### src/rtl/adrv9001_clk_out.sv
// adrv9001_clk_out
// Builds the parallel word that an external OSERDES turns into the forwarded
// DCLK for the ADRV9001 TX SSI. The clock starts and stops only on whole
// CLK_PATTERN words, so the device never sees a runt pulse. A frame strobe
// marks every FRAME_LEN-th word while running. Everything runs in clk_div.
module adrv9001_clk_out #(
    parameter int                    DATA_WIDTH    = 8,
    parameter logic [DATA_WIDTH-1:0] CLK_PATTERN   = 8'h55,
    parameter logic [DATA_WIDTH-1:0] IDLE_PATTERN  = 8'h00,
    parameter int                    SETTLE_CYCLES = 16,
    parameter int                    STOP_CYCLES   = 4,
    parameter int                    FRAME_LEN     = 4
) (
    input  logic                  i_clk,
    input  logic                  i_rst,
    input  logic                  i_enable,
    output logic [DATA_WIDTH-1:0] o_clk_word,
    output logic                  o_frame_strobe,
    output logic                  o_running,
    output logic [1:0]            o_state,
    output logic [31:0]           o_run_count
);

    typedef enum logic [1:0] {
        S_IDLE   = 2'b00,
        S_SETTLE = 2'b01,
        S_RUN    = 2'b10,
        S_STOP   = 2'b11
    } state_t;

    // Terminal counts; comparing against PARAM-1 gives exactly PARAM cycles.
    localparam logic [7:0] SETTLE_LAST = 8'(SETTLE_CYCLES - 1);
    localparam logic [7:0] STOP_LAST   = 8'(STOP_CYCLES - 1);
    localparam logic [7:0] FRAME_LAST  = 8'(FRAME_LEN - 1);

    state_t                r_state;
    logic [7:0]            r_settle_cnt;
    logic [7:0]            r_stop_cnt;
    logic [7:0]            r_frame_cnt;
    logic [DATA_WIDTH-1:0] r_clk_word;
    logic                  r_frame_strobe;
    logic                  r_running;
    logic [31:0]           r_run_count;

    state_t                w_next_state;
    logic [7:0]            w_settle_nxt;
    logic [7:0]            w_stop_nxt;
    logic [7:0]            w_frame_nxt;
    logic                  w_clear_run;
    logic                  w_toggling;

    // Next-state and next-counter decode; outputs are registered from these.
    always_comb begin
        w_next_state = r_state;
        w_settle_nxt = r_settle_cnt;
        w_stop_nxt   = r_stop_cnt;
        w_frame_nxt  = r_frame_cnt;
        w_clear_run  = 1'b0;
        case (r_state)
            S_IDLE: begin
                if (i_enable) begin
                    w_next_state = S_SETTLE;
                    w_settle_nxt = 8'd0;
                    w_clear_run  = 1'b1;
                end
            end
            S_SETTLE: begin
                if (!i_enable) begin
                    w_next_state = S_IDLE;
                end else if (r_settle_cnt == SETTLE_LAST) begin
                    w_next_state = S_RUN;
                    w_frame_nxt  = 8'd0;
                end else begin
                    w_settle_nxt = r_settle_cnt + 8'd1;
                end
            end
            S_RUN: begin
                if (!i_enable) begin
                    w_next_state = S_STOP;
                    w_stop_nxt   = 8'd0;
                end else if (r_frame_cnt == FRAME_LAST) begin
                    w_frame_nxt  = 8'd0;
                end else begin
                    w_frame_nxt  = r_frame_cnt + 8'd1;
                end
            end
            S_STOP: begin
                // enable is deliberately ignored here so the burst always ends
                // on a whole number of words and IDLE is visited at least once.
                if (r_stop_cnt == STOP_LAST) begin
                    w_next_state = S_IDLE;
                end else begin
                    w_stop_nxt   = r_stop_cnt + 8'd1;
                end
            end
            default: begin
                w_next_state = S_IDLE;
            end
        endcase
    end

    assign w_toggling = (w_next_state == S_RUN) || (w_next_state == S_STOP);

    // State, counters and registered outputs; reset overrides everything.
    always_ff @(posedge i_clk) begin
        if (i_rst) begin
            r_state        <= S_IDLE;
            r_settle_cnt   <= 8'd0;
            r_stop_cnt     <= 8'd0;
            r_frame_cnt    <= 8'd0;
            r_clk_word     <= IDLE_PATTERN;
            r_frame_strobe <= 1'b0;
            r_running      <= 1'b0;
            r_run_count    <= 32'd0;
        end else begin
            r_state        <= w_next_state;
            r_settle_cnt   <= w_settle_nxt;
            r_stop_cnt     <= w_stop_nxt;
            r_frame_cnt    <= w_frame_nxt;
            r_clk_word     <= w_toggling ? CLK_PATTERN : IDLE_PATTERN;
            r_running      <= w_toggling;
            r_frame_strobe <= (w_next_state == S_RUN) && (w_frame_nxt == 8'd0);
            if (w_clear_run) begin
                r_run_count <= 32'd0;
            end else if (w_next_state == S_RUN) begin
                r_run_count <= r_run_count + 32'd1;
            end
        end
    end

    assign o_clk_word     = r_clk_word;
    assign o_frame_strobe = r_frame_strobe;
    assign o_running      = r_running;
    assign o_state        = r_state;
    assign o_run_count    = r_run_count;

endmodule
### config.mk
export PLATFORM = sky130hd
export DESIGN_NAME = adrv9001_clk_out
export DESIGN_NICKNAME = d
export VERILOG_FILES = /design/src/rtl/adrv9001_clk_out.sv
export SDC_FILE = /design/constraint.sdc
export NUM_CORES = 1
export LEC_CHECK = 0
export BUFFER_PORTS_ARGS = -buffer_cell sky130_fd_sc_hd__buf_2
export CELL_PAD_IN_SITES_DETAIL_PLACEMENT = 1
export CELL_PAD_IN_SITES_GLOBAL_PLACEMENT = 1
export CORE_ASPECT_RATIO = 1.25
export CORE_MARGIN = 3
export CORE_UTILIZATION = 43
export CTS_CLUSTER_DIAMETER = 60
export CTS_CLUSTER_SIZE = 12
export DETAILED_ROUTE_END_ITERATION = 7
export PLACE_DENSITY_LB_ADDON = 0.2
export SYNTH_ARGS = -nofsm -noshare
export SYNTH_HDL_FRONTEND = slang
export SYNTH_SLANG_ARGS = --single-unit
### constraint.sdc
create_clock -name i_clk -period 3 [get_ports i_clk]
set_input_delay 0.6 -clock i_clk [delete_from_list [all_inputs] [get_ports i_clk]]
set_output_delay 0.6 -clock i_clk [all_outputs]
set_load 0.005 [all_outputs]
; ---- Word level (Yosys, flattened, before mapping)
; Cells that the tools add are included.
[word_totals]
reg_bits = 68
latch_bits = 0
mem_bits_rw = 0
rom_bits = 0
word_cells = 55
n_memories = 0
[op_classes]
add_sub_neg = 4
mul = 0
n_div = 0
magnitude_cmp = 0
n_eq_ne = 13
shifts = 0
n_mux = 21
bitwise_logic = 0
reduce_logical = 9
[ops]
columns = op, count
row1 = 8-bit 2-to-1 mux, 9
row2 = 8-bit one-hot mux with 2 select lines, 3
row3 = 32-bit by 1-bit adder with 32-bit output (second input constant), 1
row4 = 8-bit by 1-bit adder with 8-bit output (second input constant), 3
row5 = 8-bit by 2-bit equality test with 1-bit output (second input constant), 2
row6 = 2-bit 2-to-1 mux, 5
row7 = 2-bit inequality test (second input constant), 5
row8 = 2-bit equality test (second input constant), 4
row9 = 8-bit by 4-bit equality test with 1-bit output (second input constant), 1
row10 = 8-bit logical NOT, 1
row11 = 2-bit one-hot mux with 4 select lines, 1
row12 = 7-bit 2-to-1 mux, 1
row13 = 4-bit AND reduction, 1
row14 = 2-bit nonzero test, 2
row15 = 3-bit AND reduction, 1
row16 = 2-bit by 1-bit equality test with 1-bit output (second input constant), 1
row17 = 2-bit logical NOT, 1
row18 = 1-bit 2-to-1 mux, 2
row19 = 2-bit OR reduction, 1
row20 = 1-bit logical AND, 1
row21 = 1-bit logical OR, 1

; ---- Depth between registers and ports, before layout
; Gate-level depths: netlist (run 1).
[depth]
word_depth = 7
depth_mapped = 9
ltp_nobuf = 7

; ---- Least setup slack after synthesis (run 1)
; OpenSTA, ideal clock, no wires.
[synth_path]
path_type = reg-to-reg
startpoint = register r_state[1], in the netlist o_state[1]
endpoint = register r_run_count[24], in the netlist o_run_count[24]
arrival_time_ns = 2.043
t_required_ns = 2.879
slack_ns = 0.835
stages_incl_launch_ff = 9
n_path_buf = 2
period_less_slack_ns = 2.165
path_cell_list = dfxtp_1 inv_1 ha_1 clkbuf_1 o211a_1 o31ai_2 buf_2 a21oi_1 mux2i_1
[synth_via]
elab_chain_cells = 4
word_cells_on_any_way = 13
classes_between = eq/ne: 4 / mux: 7 / reduce/logical: 2
[synth_lines]
columns = element, line
row1 = from (decl), 36  ; state_t r_state;
row2 = from (signal assigned), 116  ; r_state <= w_next_state;
row3 = 2-bit 2-to-1 mux, 70  ; end else if (r_settle_cnt == SETTLE_LAST) begin
row4 = 2-bit 2-to-1 mux, 68  ; if (!i_enable) begin
row5 = 2-bit one-hot mux with 4 select lines, 59  ; case (r_state)
row6 = 2-bit equality test, 125  ; end else if (w_next_state == S_RUN) begin
row7 = to (signal assigned), 126  ; r_run_count <= r_run_count + 32'd1;
row8 = to (decl), 43  ; logic [31:0] r_run_count;
; Several ways; a longest one is shown, not always the timed one.
; A chain may end at the register's enable or synchronous reset.

; ---- Final worst setup path (run 1)
[layout_path]
startpoint = register r_state[1], in the netlist o_state[1]
endpoint = register r_run_count[31], in the netlist o_run_count[31]
; The elaborated chain is that of the path after synthesis.

==> results of run 1 <==
-- cell usage after synthesis (4+ instances only) --
master / number
dfxtp_1: 60
nand2_1: 57
a21oi_1: 34
nand2b_1: 28
nor2_1: 27
mux2i_1: 24
nand3_1: 24
o21ai_0: 22
nand4_1: 19
clkbuf_1: 16
nor3_1: 11
a211oi_2: 10
buf_4: 8
ha_1: 8
and3_1: 7
a211oi_1: 6
inv_1: 6
xor2_1: 6
a2111o_1: 5
xnor2_1: 5
a31oi_1: 4
buf_2: 4
nand3b_1: 4
-- how the worst max path moves through the flow --
stage               startpoint  depth (start not counted)  slack, ns              end
CTS                 o_state[1]                          8       0.47  o_run_count[31]
finish              o_state[1]                          8       0.47  o_run_count[31]
global placement      i_enable                          7       0.53  o_run_count[24]
detailed placement    i_enable                          7       0.44  o_run_count[29]
global route        o_state[1]                          7       0.17  o_run_count[31]
floorplan           o_state[1]                          8       0.84  o_run_count[24]
-- kinds of logic (layout without fill, tap and decap cells) --
kind of cell | count (synthesis) | after routing | share of synthesized area (%)
fa+ha+maj | 8 | 8 | 2.79
xor+xnor | 11 | 11 | 2.68
simple gates | 197 | 197 | 28.8
other cells | 1 | 4 | 0.104
compound gates | 105 | 105 | 20.2
buf+inv | 39 | 71 | 5.29
mux | 24 | 24 | 6.69
flops | 60 | 60 | 33.4
-- routing by layer --
metal | wire, um | share of wire, % | vias to the layer above
met5 | 0 | 0 | -
met4 | 150 | 1.6 | 0
met3 | 319 | 3.4 | 14
met2 | 4830 | 51 | 52
met1 | 4150 | 44 | 1630
li1 | - | - | 1665
-- sequential cells by signal, summed over array words and instances (netlist names) --
signal	count
o_clk_word	1
r_stop_cnt	8
o_frame_strobe	1
o_state	2
r_frame_cnt	8
o_run_count	32
r_settle_cnt	8
-- stage by stage --
| step | hold WS [ns] | std cells | util [%] | total power (W) | worst slack, ns |
|---|---|---|---|---|---|
| detailed placement | 0.469 | 559 | 48.5 | 0.000931 | 0.439 |
| global placement | 0.449 | 559 | 48.5 | 0.000927 | 0.532 |
| global route | 0.511 | 575 | 50.8 | 0.00170 | 0.166 |
| CTS | 0.483 | 575 | 50.8 | 0.00165 | 0.468 |
| floorplan | 0.449 | 448 | - | 0.000902 | 0.835 |
| finish | 0.480 | 575 | 50.8 | 0.00163 | 0.471 |
-- worst max-delay path, delay by kind of cell (launching register included) --
| family | cells | cell delay [ns] |
|---|---|---|
| compound gates | 2 | 0.78 |
| fa+ha+maj | 1 | 0.44 |
| buf+inv | 2 | 0.38 |
| flops | 1 | 0.37 |
| simple gates | 2 | 0.32 |
| mux | 1 | 0.14 |
-- power breakdown --
group | internal, W | switching (W)
Clock | 0.000380 | 0.000337
Sequential | 0.000798 | 0.00000289
Combinational | 0.0000312 | 0.0000791
-- final cells by class --
type,instances,area (um2),area share [%]
Clock buffer,11,131,3.24
Clock inverter,5,52.6,1.30
Inverter,6,22.5,0.556
Multi-Input combinational cell,349,2240,55.2
Sequential cell,60,1200,29.7
Tap cell,95,119,2.93
Timing Repair Buffer,49,288,7.11
==> impl_metrics.py, run 1 <==
metrics = {
    "status": {
        "outcome": "finished, final reports clean",
    },
    "critical_path": {
        "regToRegSetupSlack_ns": 0.47,
        "worst-r2r-cell-count": 8,
        "crit_type": "register to register",
        "crit_slowest_cell": "o21ai_2",
        "cp_max_fo": 17,
        "worst_setup_path_end_kind": "register",
        "r2r-end": "o_run_count[31]",
        "cpPeakStageDelay_ns": 0.69,
        "cp_cell_sequence": "inv_1, ha_1, nand4b_1, nand3_1, o21ai_2, buf_12, a211oi_2, mux2i_1",
        "r2r-start": "o_state[1]",
        "worst_ep_arrival_time_ns": 2.75,
        "start_kind": "register",
        "critPathRequiredTime_ns": 3.22,
    },
    "timing": {
        "rsz0062_at_grt": "false",
        "period_minus_slack_ns": 2.53,
        "worstMarginPinSlew_ns": 0.815,
        "hold_viol": 0,
        "fmax_ghz": 0.395,
        "min_period_over_period_pct": 84.3,
        "finalSetupViolations": 0,
        "setup_tns_ns": 0,
        "relSlewSlack_pct": 45.7,
        "slew_violations": 0,
        "skew_ns": 0.00715,
    },
    "logic_synthesis": {
        "postSynthCellCount": 445,
        "synthArstFlopShare_pct": 0,
        "synthTopCellsByArea": "dfxtp_1, mux2i_1, nand2_1",
        "netlist-cell-type-count": 54,
        "syn_avg_cell_area_um2": 8.07,
        "ys_seq_area_share_pct": 33.4,
        "synth_edf_count": 0,
        "synthFlopType": "dfxtp_1",
        "yosys_register_bits": 60,
        "yosysTopAreaCell": "dfxtp_1",
        "synth_warnings": 0,
        "synth_top_area_share_pct": 33.4,
        "synth_area_um2": 3590,
    },
    "global_route": {
        "grt_use_met3_pct": 5.18,
        "antenna_found_initial": 0,
        "globalRouteMet1Util_pct": 25.7,
        "overflow": 0,
        "grt.busiest_layer": "met2",
        "grt_util_met2_pct": 36.6,
        "grt_pass1_vias": 3414,
        "grt_usage_pct": 21.2,
        "grt_pass1_wl_mm": 16.2,
        "grt_max_degree": 55,
    },
    "route": {
        "drc": 0,
        "antenna_left": 0,
        "drt_iter0_drc": 92,
        "via_count": 3361,
        "wl_mm": 9.45,
        "vias_per_cell": 5.85,
        "routedWlPerCell_um": 16.4,
        "dr.pass1.iters": 4,
    },
    "pwr": {
        "p_leak_nw": 1.45,
        "powerDensity_nw_per_um2": 402,
        "irDropWorstVdd_v": 0.000196,
    },
    "layout": {
        "fin_area_um2": 4050,
        "layout_commonest_cell": "dfxtp_1",
        "fillerInstances": 995,
        "final_layout_size_suffix_gt1_share_pct": 17.5,
        "antenna_cells": 0,
        "final_cell_mix": "dfxtp_1, nand2_1, buf_2, a21oi_1, nand2b_1",
        "fin_nets": 486,
        "area_delta_synth_final_pct": 12.7,
    },
    "clock_tree": {
        "clock_path_buffers": 2,
        "cts_tree": "yes",
        "cts_buffers": 9,
        "clk_pin_slew_worst_paths_ns": 0.07,
        "cts.sinks": 60,
        "ctsHoldBuffers": 0,
        "clk_latency_ns": 0.34,
        "htreeDepth": 3,
        "cts_resized": 0,
        "cts_root_buf": "clkbuf_8",
        "cts_setup_buffers": 0,
    },
    "floorplan": {
        "die_w_um": 87.8,
        "die_h_um": 108,
        "core_area_um2": 7970,
        "rows": 36,
        "dieArea_um2": 9490,
        "io_pins": 47,
        "start_util_pct": 45.1,
    },
    "placed_design": {
        "placed_area_um2": 3870,
        "dpl.hpwl_mm": 6.73,
        "gp_congestion": 0.909,
        "port_buffers": 42,
    },
    "hold_path": {
        "hold_depth": 2,
        "hold_end": "o_run_count[31]",
        "holdCritPathClass": "register to register",
        "min-delay-start": "o_run_count[31]",
    },
    "run": {
        "cap_violations": 0,
    },
}
Power figures use the tool's default switching activity.
==> run 2, diff against run 1 <==
==> constraint.sdc (replaced) <==
create_clock -name i_clk -period 2.4 [get_ports i_clk]
set_input_delay 0.48 -clock i_clk [delete_from_list [all_inputs] [get_ports i_clk]]
set_output_delay 0.48 -clock i_clk [all_outputs]
set_load 0.005 [all_outputs]
==> run 2 against run 1 <==
Effect of this change:
- first-iteration DRC count up 43%
- register-to-register slack lost 0.25 ns
- final cell count up 1.2%
- fmax up 16%
- via count increased by 2.9%
- final area increased by 2.3%
- clock skew grew 0.0039 ns
- largest cell class unchanged
- critical path depth decreased by 1
- clock-buffer cell count increased by 1
- die area unchanged
==> impl_metrics.py, run 2 (synthesis results as in run 1) <==
metrics = {
    "route": {
        "antenna_left": 0,
        "routed-wl-met2_mm": 4.77,
        "routedWlPerCell_um": 16.6,
        "drc": 0,
        "via_count": 3457,
        "wl_met3_um": 314,
        "dr.pass1.iters": 4,
        "top_layer": "met4",
        "drt_iter0_drc": 132,
        "drt-met1-wl_mm": 4.43,
        "vias_per_cell": 5.94,
        "wl_mm": 9.67,
    },
    "critical_path": {
        "worst_ep_arrival_time_ns": 2.43,
        "worst_setup_path_end_kind": "register",
        "cp_max_fo": 7,
        "critPathRequiredTime_ns": 2.65,
        "crit_start": "o_state[1]",
        "regToRegSetupSlack_ns": 0.23,
        "r2r-start": "o_state[1]",
        "cpPeakStageDelay_ns": 0.45,
        "cp_cell_sequence": "inv_1, ha_2, nand2_1, a31oi_1, buf_4, a21oi_1, a211oi_1",
        "start_kind": "register",
        "crit_buf_inv": 2,
        "worst-r2r-cell-count": 7,
        "r2r-end": "r_frame_cnt[3]",
        "crit_slowest_cell": "dfxtp_1",
        "critPathTopFamily": "compound AO/OA/AOI/OAI gates",
        "crit_type": "register to register",
    },
    "timing": {
        "relSlewSlack_pct": 66.9,
        "layout_setup_ws_ns": 0.226,
        "skew_ns": 0.0110,
        "worstMarginPinSlew_ns": 0.495,
        "min_period_over_period_pct": 90.6,
        "hold_viol": 0,
        "slew_violations": 0,
        "fmax_ghz": 0.460,
        "setup_tns_ns": 0,
        "rsz0062_at_grt": "false",
        "finalSetupViolations": 0,
        "period_minus_slack_ns": 2.17,
    },
    "layout": {
        "final_cell_mix": "dfxtp_1, nand2_1, buf_2, a21oi_1, nand2b_1",
        "largest_reg_flops": 32,
        "fin_nets": 495,
        "utilization_pct": 51.9,
        "area_delta_synth_final_pct": 15.3,
        "final_layout_size_suffix_gt1_share_pct": 19.3,
        "antenna_cells": 0,
        "fillerInstances": 999,
        "layout_commonest_cell": "dfxtp_1",
    },
    "clock_tree": {
        "clock_path_buffers": 2,
        "cts.sinks": 60,
        "cts_resized": 0,
        "cts_buffers": 9,
        "clk_latency_ns": 0.34,
        "htreeDepth": 3,
        "clk_pin_slew_worst_paths_ns": 0.07,
        "cts_root_buf": "clkbuf_8",
        "cts_tree": "yes",
        "cts_setup_buffers": 0,
        "ctsHoldBuffers": 0,
    },
    "hold_path": {
        "hold_end": "o_run_count[31]",
        "holdCritPathClass": "register to register",
        "min-delay-start": "o_run_count[31]",
        "hold_depth": 2,
    },
    "status": {
        "outcome": "finished, final reports clean",
    },
    "floorplan": {
        "die_h_um": 108,
        "rows": 36,
        "dieArea_um2": 9490,
        "io_pins": 47,
        "core_area_um2": 7970,
        "start_util_pct": 45.1,
        "die_w_um": 87.8,
    },
    "global_route": {
        "grt_pass1_vias": 3546,
        "grt_pass1_wl_mm": 16.9,
        "antenna_found_initial": 0,
        "grt_max_degree": 55,
        "overflow": 0,
        "grt_usage_pct": 22.2,
    },
    "placed_design": {
        "gp_congestion": 0.817,
        "port_buffers": 42,
        "post-place-ws_ns": 0.218,
        "dpl.hpwl_mm": 6.78,
    },
    "pwr": {
        "irDropWorstVdd_v": 0.000259,
        "power_w": 0.00207,
        "p_leak_nw": 1.50,
        "powerDensity_nw_per_um2": 501,
    },
    "run": {
        "cap_violations": 0,
    },
}
[run 2: cell count changes in the layout (fill, tap and decap cells not counted), sizes merged]
cell	before	now
clkinv	3	1
clkinvlp	1	0
clkbuf	11	12
buf	49	58
[run 2: stage by stage]
| stage | hold slack (ns) | area, um2 | instances |
|---|---|---|---|
| final | 0.474 | 4140 | 582 |
| after global routing | 0.513 | 4140 | 582 |
| after CTS | 0.479 | 4140 | 582 |
| after detailed placement | 0.467 | 3950 | 568 |
| after global placement | 0.448 | 3950 | 568 |
| after floorplan | 0.449 | 3600 | 448 |
[run 2: worst reg2reg max path, cell delays in order (launching register included)]
cell and delay [ns]:
dfxtp_1 0.45, inv_1 0.12, ha_2 0.38, nand2_1 0.18, a31oi_1 0.43, buf_4 0.23
a21oi_1 0.07, a211oi_1 0.23
[run 2: worst max-delay path by stage]
stage | endpoint | slack (ns) | depth (start not counted)
after global routing | o_run_count[4] | 0.03 | 8
after detailed placement | o_run_count[2] | 0.22 | 6
final | r_frame_cnt[3] | 0.23 | 7
after CTS | o_run_count[27] | 0.18 | 8
after global placement | o_run_count[23] | 0.28 | 6
after floorplan | o_run_count[24] | 0.24 | 8
[run 2: area by class of cell]
cell class	count	area [um2]	area share, %
repair buffers	58	368	8.88
clock inverters	2	35.0	0.846
well taps	95	119	2.87
flip-flops and latches	60	1200	29.0
inverters	6	22.5	0.544
clock buffers	12	155	3.75
multi-input cells	349	2240	54.1
[run 2: power breakdown]
| group | switching, W | internal (W) |
|---|---|---|
| clock network | 0.000393 | 0.000524 |
| registers | 0.00000358 | 0.000999 |
| logic | 0.000104 | 0.0000510 |
[run 2: layer usage]
layer  global-route usage, %  vias to the layer above
met3                    4.34                       14
met1                    28.0                     1694
met5                       0                        -
li1                        -                     1683
met2                    37.4                       66
met4                    7.68                        0
